--- config.mk ---
export PLATFORM = sky130hd
export DESIGN_NAME = hdmi_i2c_config
export DESIGN_NICKNAME = d
export VERILOG_FILES = /design/src/rtl/hdmi_cfg_pkg.sv /design/src/rtl/hdmi_cfg_rom.sv /design/src/rtl/hdmi_i2c_config.sv
export SDC_FILE = /design/constraint.sdc
export NUM_CORES = 1
export LEC_CHECK = 0
export ABC_AREA = 1
export BUFFER_PORTS_ARGS = -buffer_cell sky130_fd_sc_hd__buf_4
export CAP_MARGIN = 20
export CELL_PAD_IN_SITES_DETAIL_PLACEMENT = 1
export CELL_PAD_IN_SITES_GLOBAL_PLACEMENT = 1
export CORE_UTILIZATION = 35
export CTS_CLUSTER_SIZE = 30
export DETAILED_ROUTE_END_ITERATION = 16
export PLACE_DENSITY = 0.64
export SYNTH_ARGS = -nofsm -noshare
export SYNTH_HDL_FRONTEND = slang
export SYNTH_SLANG_ARGS = --single-unit
--- constraint.sdc ---
create_clock -name clk -period 3.6 [get_ports clk]
set_input_delay 0.36 -clock clk [delete_from_list [all_inputs] [get_ports clk]]
set_output_delay 0.36 -clock clk [all_outputs]
set_load 0.005 [all_outputs]
--- src/rtl/hdmi_cfg_pkg.sv ---
// Shared definitions for the HDMI transmitter configuration sequencer:
// table size, index width, FSM state encoding and the register table.
package hdmi_cfg_pkg;

    localparam int NUM_ENTRIES = 12;
    localparam int IDX_W       = $clog2(NUM_ENTRIES + 1);

    typedef enum logic [3:0] {
        ST_IDLE  = 4'd0,
        ST_WAIT  = 4'd1,
        ST_START = 4'd2,
        ST_BYTE  = 4'd3,
        ST_ACK   = 4'd4,
        ST_STOP  = 4'd5,
        ST_NEXT  = 4'd6,
        ST_DONE  = 4'd7,
        ST_FAIL  = 4'd8
    } state_t;

    // {register, value} pairs, written in this order.
    localparam logic [15:0] CFG_TABLE [NUM_ENTRIES] = '{
        16'h41_10, 16'h98_03, 16'h9A_E0, 16'h9C_30,
        16'h9D_61, 16'hA2_A4, 16'hA3_A4, 16'hE0_D0,
        16'hF9_00, 16'h15_00, 16'h16_30, 16'hAF_04
    };

endpackage

--- src/rtl/hdmi_cfg_rom.sv ---
// Combinational lookup of one {register, value} pair by table index.
// Indices past the end of the table return zero.
module hdmi_cfg_rom
    import hdmi_cfg_pkg::*;
(
    input  logic [IDX_W-1:0] idx_i,
    output logic [7:0]       reg_o,
    output logic [7:0]       val_o
);

    logic [15:0] entry;

    // Table read with a safe default for out-of-range indices.
    always_comb begin
        // NOTE: assigning a default before any condition keeps this purely combinational (no latch).
        entry = 16'h0000;
        if (idx_i < IDX_W'(NUM_ENTRIES)) begin
            entry = CFG_TABLE[idx_i];
        end
    end

    assign reg_o = entry[15:8];
    assign val_o = entry[7:0];

endmodule

--- src/rtl/hdmi_i2c_config.sv ---
// Power-up / hot-plug configuration sequencer for the HDMI transmitter.
// Walks the register table and writes each pair over an open-drain I2C
// master (address, register, value), retrying NACKed entries.
module hdmi_i2c_config
    import hdmi_cfg_pkg::*;
#(
    parameter int         QDIV      = 36,
    parameter logic [6:0] DEV_ADDR  = 7'h39,
    parameter int         PWRUP_CYC = 14318,
    parameter int         MAX_RETRY = 3
) (
    input  logic clk,
    input  logic reset_n,
    input  logic hpd,
    input  logic start,
    input  logic sda_i,
    output logic scl_oe,
    output logic sda_oe,
    output logic busy,
    output logic done,
    output logic nack_err,
    output logic fail
);

    localparam int DIV_W  = (QDIV > 1) ? $clog2(QDIV) : 1;
    localparam int WAIT_W = $clog2(PWRUP_CYC + 1);

    // Input synchronisers.
    logic hpd_meta_q, hpd_sync_q, hpd_prev_q;
    logic sda_meta_q, sda_sync_q;

    // Sequencer state.
    state_t             state_q, state_d;
    logic [DIV_W-1:0]   div_q, div_d;
    logic [1:0]         qtr_q, qtr_d;
    logic [WAIT_W-1:0]  wait_q, wait_d;
    logic [IDX_W-1:0]   idx_q, idx_d;
    logic [1:0]         retry_q, retry_d;
    logic [1:0]         byte_q, byte_d;
    logic [2:0]         bit_q, bit_d;
    logic               ent_nack_q, ent_nack_d;
    logic               abort_q, abort_d;
    logic               scl_oe_q, scl_oe_d;
    logic               sda_oe_q, sda_oe_d;
    logic               busy_q, busy_d;
    logic               done_q, done_d;
    logic               nack_q, nack_d;
    logic               fail_q, fail_d;

    logic [7:0] rom_reg, rom_val;
    logic [7:0] cur_byte;
    logic       cur_bit;
    logic       tick;
    logic       idle_like;
    logic       hpd_rise, hpd_fall;
    logic       trigger;

    hdmi_cfg_rom u_rom (
        .idx_i (idx_q),
        .reg_o (rom_reg),
        .val_o (rom_val)
    );

    assign hpd_rise  = hpd_sync_q & ~hpd_prev_q;
    assign hpd_fall  = ~hpd_sync_q & hpd_prev_q;
    assign idle_like = (state_q == ST_IDLE) || (state_q == ST_DONE) || (state_q == ST_FAIL);
    assign trigger   = idle_like && (hpd_rise || start);
    assign tick      = (div_q == DIV_W'(QDIV - 1));

    // Byte 0 is the write address, then register, then value; MSB first.
    assign cur_byte = (byte_q == 2'd0) ? {DEV_ADDR, 1'b0} :
                      (byte_q == 2'd1) ? rom_reg : rom_val;
    assign cur_bit  = cur_byte[~bit_q];

    // Double-flop the asynchronous hpd and SDA inputs; keep last hpd for edge detect.
    always_ff @(posedge clk or negedge reset_n) begin
        if (!reset_n) begin
            hpd_meta_q <= 1'b0;
            hpd_sync_q <= 1'b0;
            hpd_prev_q <= 1'b0;
            sda_meta_q <= 1'b1;
            sda_sync_q <= 1'b1;
        end else begin
            // NOTE: non-blocking assignments so every flop samples the pre-edge value of its source.
            hpd_meta_q <= hpd;
            hpd_sync_q <= hpd_meta_q;
            hpd_prev_q <= hpd_sync_q;
            sda_meta_q <= sda_i;
            sda_sync_q <= sda_meta_q;
        end
    end

    // Next-state logic: quarter-bit divider, bus phase actions and table walk.
    always_comb begin
        state_d    = state_q;
        div_d      = div_q;
        qtr_d      = qtr_q;
        wait_d     = wait_q;
        idx_d      = idx_q;
        retry_d    = retry_q;
        byte_d     = byte_q;
        bit_d      = bit_q;
        ent_nack_d = ent_nack_q;
        abort_d    = abort_q;
        scl_oe_d   = scl_oe_q;
        sda_oe_d   = sda_oe_q;
        busy_d     = busy_q;
        done_d     = done_q;
        nack_d     = nack_q;
        fail_d     = fail_q;

        if (idle_like) begin
            div_d = '0;
            qtr_d = '0;
        end else if (tick) begin
            div_d = '0;
            qtr_d = qtr_q + 2'd1;
        end else begin
            div_d = div_q + 1'b1;
        end

        // Losing the sink drops done at once; a run in progress finishes its transaction first.
        if (hpd_fall) begin
            done_d = 1'b0;
            if (busy_q) abort_d = 1'b1;
        end

        case (state_q)
            ST_IDLE, ST_DONE, ST_FAIL: begin
                if (trigger) begin
                    state_d  = ST_WAIT;
                    wait_d   = '0;
                    idx_d    = '0;
                    retry_d  = '0;
                    abort_d  = 1'b0;
                    busy_d   = 1'b1;
                    done_d   = 1'b0;
                    nack_d   = 1'b0;
                    fail_d   = 1'b0;
                end
            end
            ST_WAIT: begin
                if (abort_q) begin
                    state_d = ST_IDLE;
                    busy_d  = 1'b0;
                end else if (wait_q == WAIT_W'(PWRUP_CYC - 1)) begin
                    state_d = ST_START;
                    div_d   = '0;
                    qtr_d   = '0;
                end else begin
                    wait_d = wait_q + 1'b1;
                end
            end
            ST_START: begin
                if (tick) begin
                    case (qtr_q)
                        2'd0, 2'd1: begin
                            sda_oe_d = 1'b0;
                            scl_oe_d = 1'b0;
                        end
                        2'd2: sda_oe_d = 1'b1;
                        default: begin
                            scl_oe_d = 1'b1;
                            state_d  = ST_BYTE;
                            byte_d   = 2'd0;
                            bit_d    = 3'd0;
                        end
                    endcase
                end
            end
            ST_BYTE: begin
                if (tick) begin
                    case (qtr_q)
                        2'd0: sda_oe_d = ~cur_bit;
                        2'd1: scl_oe_d = 1'b0;
                        2'd2: ;
                        default: begin
                            scl_oe_d = 1'b1;
                            if (bit_q == 3'd7) begin
                                state_d = ST_ACK;
                                bit_d   = 3'd0;
                            end else begin
                                bit_d = bit_q + 3'd1;
                            end
                        end
                    endcase
                end
            end
            ST_ACK: begin
                if (tick) begin
                    case (qtr_q)
                        2'd0: sda_oe_d = 1'b0;
                        2'd1: scl_oe_d = 1'b0;
                        2'd2: ent_nack_d = sda_sync_q;
                        default: begin
                            scl_oe_d = 1'b1;
                            if (ent_nack_q) begin
                                nack_d  = 1'b1;
                                state_d = ST_STOP;
                            end else if (byte_q == 2'd2) begin
                                state_d = ST_STOP;
                            end else begin
                                byte_d  = byte_q + 2'd1;
                                state_d = ST_BYTE;
                            end
                        end
                    endcase
                end
            end
            ST_STOP: begin
                if (tick) begin
                    case (qtr_q)
                        2'd0: sda_oe_d = 1'b1;
                        2'd1: scl_oe_d = 1'b0;
                        2'd2: sda_oe_d = 1'b0;
                        default: state_d = ST_NEXT;
                    endcase
                end
            end
            ST_NEXT: begin
                // One full bit time of bus-free gap before deciding.
                if (tick && (qtr_q == 2'd3)) begin
                    if (abort_q) begin
                        state_d = ST_IDLE;
                        busy_d  = 1'b0;
                        done_d  = 1'b0;
                    end else if (ent_nack_q) begin
                        if ((3'(retry_q) + 3'd1) == 3'(MAX_RETRY)) begin
                            state_d = ST_FAIL;
                            busy_d  = 1'b0;
                            fail_d  = 1'b1;
                        end else begin
                            retry_d = retry_q + 2'd1;
                            state_d = ST_START;
                        end
                    end else begin
                        idx_d   = idx_q + 1'b1;
                        retry_d = '0;
                        if ((idx_q + 1'b1) == IDX_W'(NUM_ENTRIES)) begin
                            state_d = ST_DONE;
                            busy_d  = 1'b0;
                            done_d  = 1'b1;
                        end else begin
                            state_d = ST_START;
                        end
                    end
                end
            end
            default: begin
                state_d  = ST_IDLE;
                busy_d   = 1'b0;
                scl_oe_d = 1'b0;
                sda_oe_d = 1'b0;
            end
        endcase
    end

    // Sequencer registers; reset releases both bus lines immediately.
    always_ff @(posedge clk or negedge reset_n) begin
        if (!reset_n) begin
            state_q    <= ST_IDLE;
            div_q      <= '0;
            qtr_q      <= '0;
            wait_q     <= '0;
            idx_q      <= '0;
            retry_q    <= '0;
            byte_q     <= '0;
            bit_q      <= '0;
            ent_nack_q <= 1'b0;
            abort_q    <= 1'b0;
            scl_oe_q   <= 1'b0;
            sda_oe_q   <= 1'b0;
            busy_q     <= 1'b0;
            done_q     <= 1'b0;
            nack_q     <= 1'b0;
            fail_q     <= 1'b0;
        end else begin
            state_q    <= state_d;
            div_q      <= div_d;
            qtr_q      <= qtr_d;
            wait_q     <= wait_d;
            idx_q      <= idx_d;
            retry_q    <= retry_d;
            byte_q     <= byte_d;
            bit_q      <= bit_d;
            ent_nack_q <= ent_nack_d;
            abort_q    <= abort_d;
            scl_oe_q   <= scl_oe_d;
            sda_oe_q   <= sda_oe_d;
            busy_q     <= busy_d;
            done_q     <= done_d;
            nack_q     <= nack_d;
            fail_q     <= fail_d;
        end
    end

    assign scl_oe   = scl_oe_q;
    assign sda_oe   = sda_oe_q;
    assign busy     = busy_q;
    assign done     = done_q;
    assign nack_err = nack_q;
    assign fail     = fail_q;

endmodule

==> impl_metrics.env <==
export IMPL_final_min_clock_period_ns=2.50
export IMPL_crit_buf_inv=2
export IMPL_clock_latency_ns=0.31
export IMPL_pre_cts_slack_ns=1.06
export IMPL_synth_most_common_cell="nand2_1"
export IMPL_drt_iter0_drc=96
export IMPL_end_kind="flop"
export IMPL_fin_area_mm2=0.00367
export IMPL_ff2ff_path_depth=8
export IMPL_path_delay_family="compound AO/OA/AOI/OAI gates"
export IMPL_initial_core_util_pct=36.3
export IMPL_core_area_mm2=0.00928
export IMPL_powerDensity_mw_per_mm2=498
export IMPL_synth_edf_count=0
export IMPL_ctsRootBufferMaster="clkbuf_8"
export IMPL_cp_data_required_time_ns=3.81
export IMPL_ys_ff_latch=50
export IMPL_startpoint_type="flop"
export IMPL_synthesis_area_mm2=0.00337
export IMPL_async_flop_share_pct=100
export IMPL_yosysSeqAreaShare_pct=37.2
export IMPL_cts_sinks=50
export IMPL_io_pins=11
export IMPL_n_antenna_cell=0
export IMPL_p_leak_nw=1.70
export IMPL_min_path_type="in -> async"
export IMPL_synth_top_cell_area_share_pct=35.6
export IMPL_finalSetupTns_ns=0
export IMPL_grt_pass1_vias=3014
export IMPL_tightest_slew_ns=0.961
export IMPL_total_power_mw=1.83
export IMPL_ctsResizeCount=0
export IMPL_p_comb_share_pct=42.1
export IMPL_ys_flop_type="dfrtp_1"
export IMPL_cp_max_fo=20
export IMPL_power_switching_mw=0.821
export IMPL_drive_above_1_share_pct=11.5
export IMPL_crit_slowest_cell="a21oi_2"
export IMPL_clkTransAtPathRegs_ns=0.11
export IMPL_fin_util_pct=39.6
export IMPL_clkPwrFrac_pct=19.8
export IMPL_dr_pass1_iters=4
export IMPL_avgViaCountPerCell=4.91
export IMPL_gr_total_overflow=0
export IMPL_slew_viol_final=0
export IMPL_max_slew_margin_rel_pct=36.0
export IMPL_numCtsBuffers=5
export IMPL_fmax_mhz=400
export IMPL_status="complete, no violations"
export IMPL_period_share_pct=69.4
export IMPL_cts_setup_buffers=0
export IMPL_fp_row_count=35
export IMPL_path_class="reg -> reg"
export IMPL_yosysTopAreaCell="dfrtp_1"
export IMPL_cts_buffer_depth=2
export IMPL_slowest_delay_ns=0.70
export IMPL_antenna_found_initial=0
export IMPL_h_tree_depth=2
export IMPL_pwr_share_seq_pct=38.1
export IMPL_r2r_end="wait_q[13]"
export IMPL_power_internal_mw=1.01
export IMPL_portBuffers=10
export IMPL_crit_arrival_ns=2.71
export IMPL_peakVddDrop_v=0.000264
export IMPL_grt_usage_pct=18.5
export IMPL_yosysWarnings=0
export IMPL_ant_nets=0
export IMPL_die_area_mm2=0.0100
export IMPL_finClkSkew_ns=0.0114
export IMPL_setup_viol=0
export IMPL_synth_area_top_cells="dfrtp_1 36%, nand2_1 13%, ha_1 7.8%"
export IMPL_wl_per_cell_um=14.1
export IMPL_swShare_pct=44.9
export IMPL_worstReg2RegStart="state_q[2]"
export IMPL_dieHeight_um=100
export IMPL_hold_viol_final=0
export IMPL_syn_nets=482
export IMPL_nets=494
export IMPL_syn_avg_cell_area_um2=7.39
export IMPL_gp_congestion=0.806
export IMPL_drc=0
export IMPL_synth_commonest_cells="114 x nand2_1, 57 x nor2_1, 50 x inv_1"
export IMPL_dpl_hpwl_um=6550
export IMPL_via_count=2936
export IMPL_cts_tree="yes"
export IMPL_wirelength_um=8440
export IMPL_rrSetupSlack_ns=1.10
export IMPL_grt_first_pass_wirelength_um=14700
export IMPL_die_x_um=100
export IMPL_crit_path_cell_trace="nor2_2 > nand3_1 > inv_1 > o21ai_2 > a21oi_2 > inv_6 > nand2_1 > o21ai_2"
export IMPL_grt_max_degree=51
export IMPL_cts_hold_buf=0
export IMPL_setup_slack_ns=1.10
export IMPL_syn_inst=456
export IMPL_cpMostUsedCell="o21ai_2"
export IMPL_synth_cell_type_count=40
export IMPL_grt_setup_unrepaired="no"
export IMPL_cap_viol_max_count=0
export IMPL_syn_to_final_growth_pct=9.02
export IMPL_place_area_mm2=0.00358
[sequential cells by signal, indices dropped and copies added, names as in the netlist, 2 cells and up]
register,cells
wait_q,14
div_q,6
idx_q,4
state_q,4
bit_q,3
byte_q,2
qtr_q,2
retry_q,2
[kinds of logic after synthesis]
logic type | share of synthesized area, %
adders and majority gates | 7.80
AOI/OAI and AO/OA | 12.6
buffers and inverters | 7.39
xor gates and xnor gates | 3.90
DFF | 37.2
and+or+nand+nor | 31.1
[power groups by stage]
stage | clock, mW | combinational, mW | sequential, mW
2_1_floorplan | 0 | 0.605 | 0.694
3_3_place_gp | 0 | 0.770 | 0.705
3_5_place_dp | 0 | 0.780 | 0.708
4_1_cts | 0.374 | 0.784 | 0.697
5_1_grt | 0.392 | 0.882 | 0.710
6_report | 0.362 | 0.769 | 0.697
[layer usage]
layer  routed length [µm]  GRT usage (%)  vias up
met5                    0              0        -
met4                   73           4.01        0
met3                  161           2.37        6
met2                 3940           31.6       20
met1                 4260           25.3     1399
li1                     -              -     1511
[worst max path at each step]
stage / startpoint / endpoint / slack, ns / cells after the start
after floorplan: idx_q[0] / sda_oe / 1.93 / 14
after global placement: state_q[2] / wait_q[0] / 1.16 / 8
after detailed placement: state_q[2] / wait_q[0] / 1.06 / 8
after CTS: state_q[3] / wait_q[2] / 1.06 / 8
after global routing: state_q[2] / wait_q[10] / 0.77 / 7
final: state_q[2] / wait_q[13] / 1.10 / 8
[layout make-up]
class / count / area [µm²]
Clock buffer: 5 / 68.8
Clock inverter: 3 / 28.8
Fill cell: 1220 / 5610
Inverter: 57 / 219
Multi-Input combinational cell: 344 / 1870
Sequential cell: 50 / 1250
Tap cell: 129 / 161
Timing Repair Buffer: 10 / 75.1
[stage by stage]
| stage | instances | hold slack [ns] |
|---|---|---|
| after detailed placement | 590 | 0.344 |
| final | 598 | 0.0651 |
| after CTS | 598 | 0.0975 |
| after global routing | 598 | 0.122 |
| after global placement | 590 | 0.335 |
| after floorplan | 456 | 0.0644 |
[placed cells by master (no fill, tap or decap), types with 9 or more instances in the layout]
master   synthesis  layout
o21ai_1         18      18
nor3_1          11      11
nand2_1        114     114
buf_4            0      10
ha_1            21      21
nand3_1         33      33
nor2_1          57      57
xor2_1          14      14
inv_1           50      50
dfrtp_1         48      48
o21ai_0         15      15
nand2_2          9       9
a21oi_1         17      17
(Power assumes the default switching activity.)
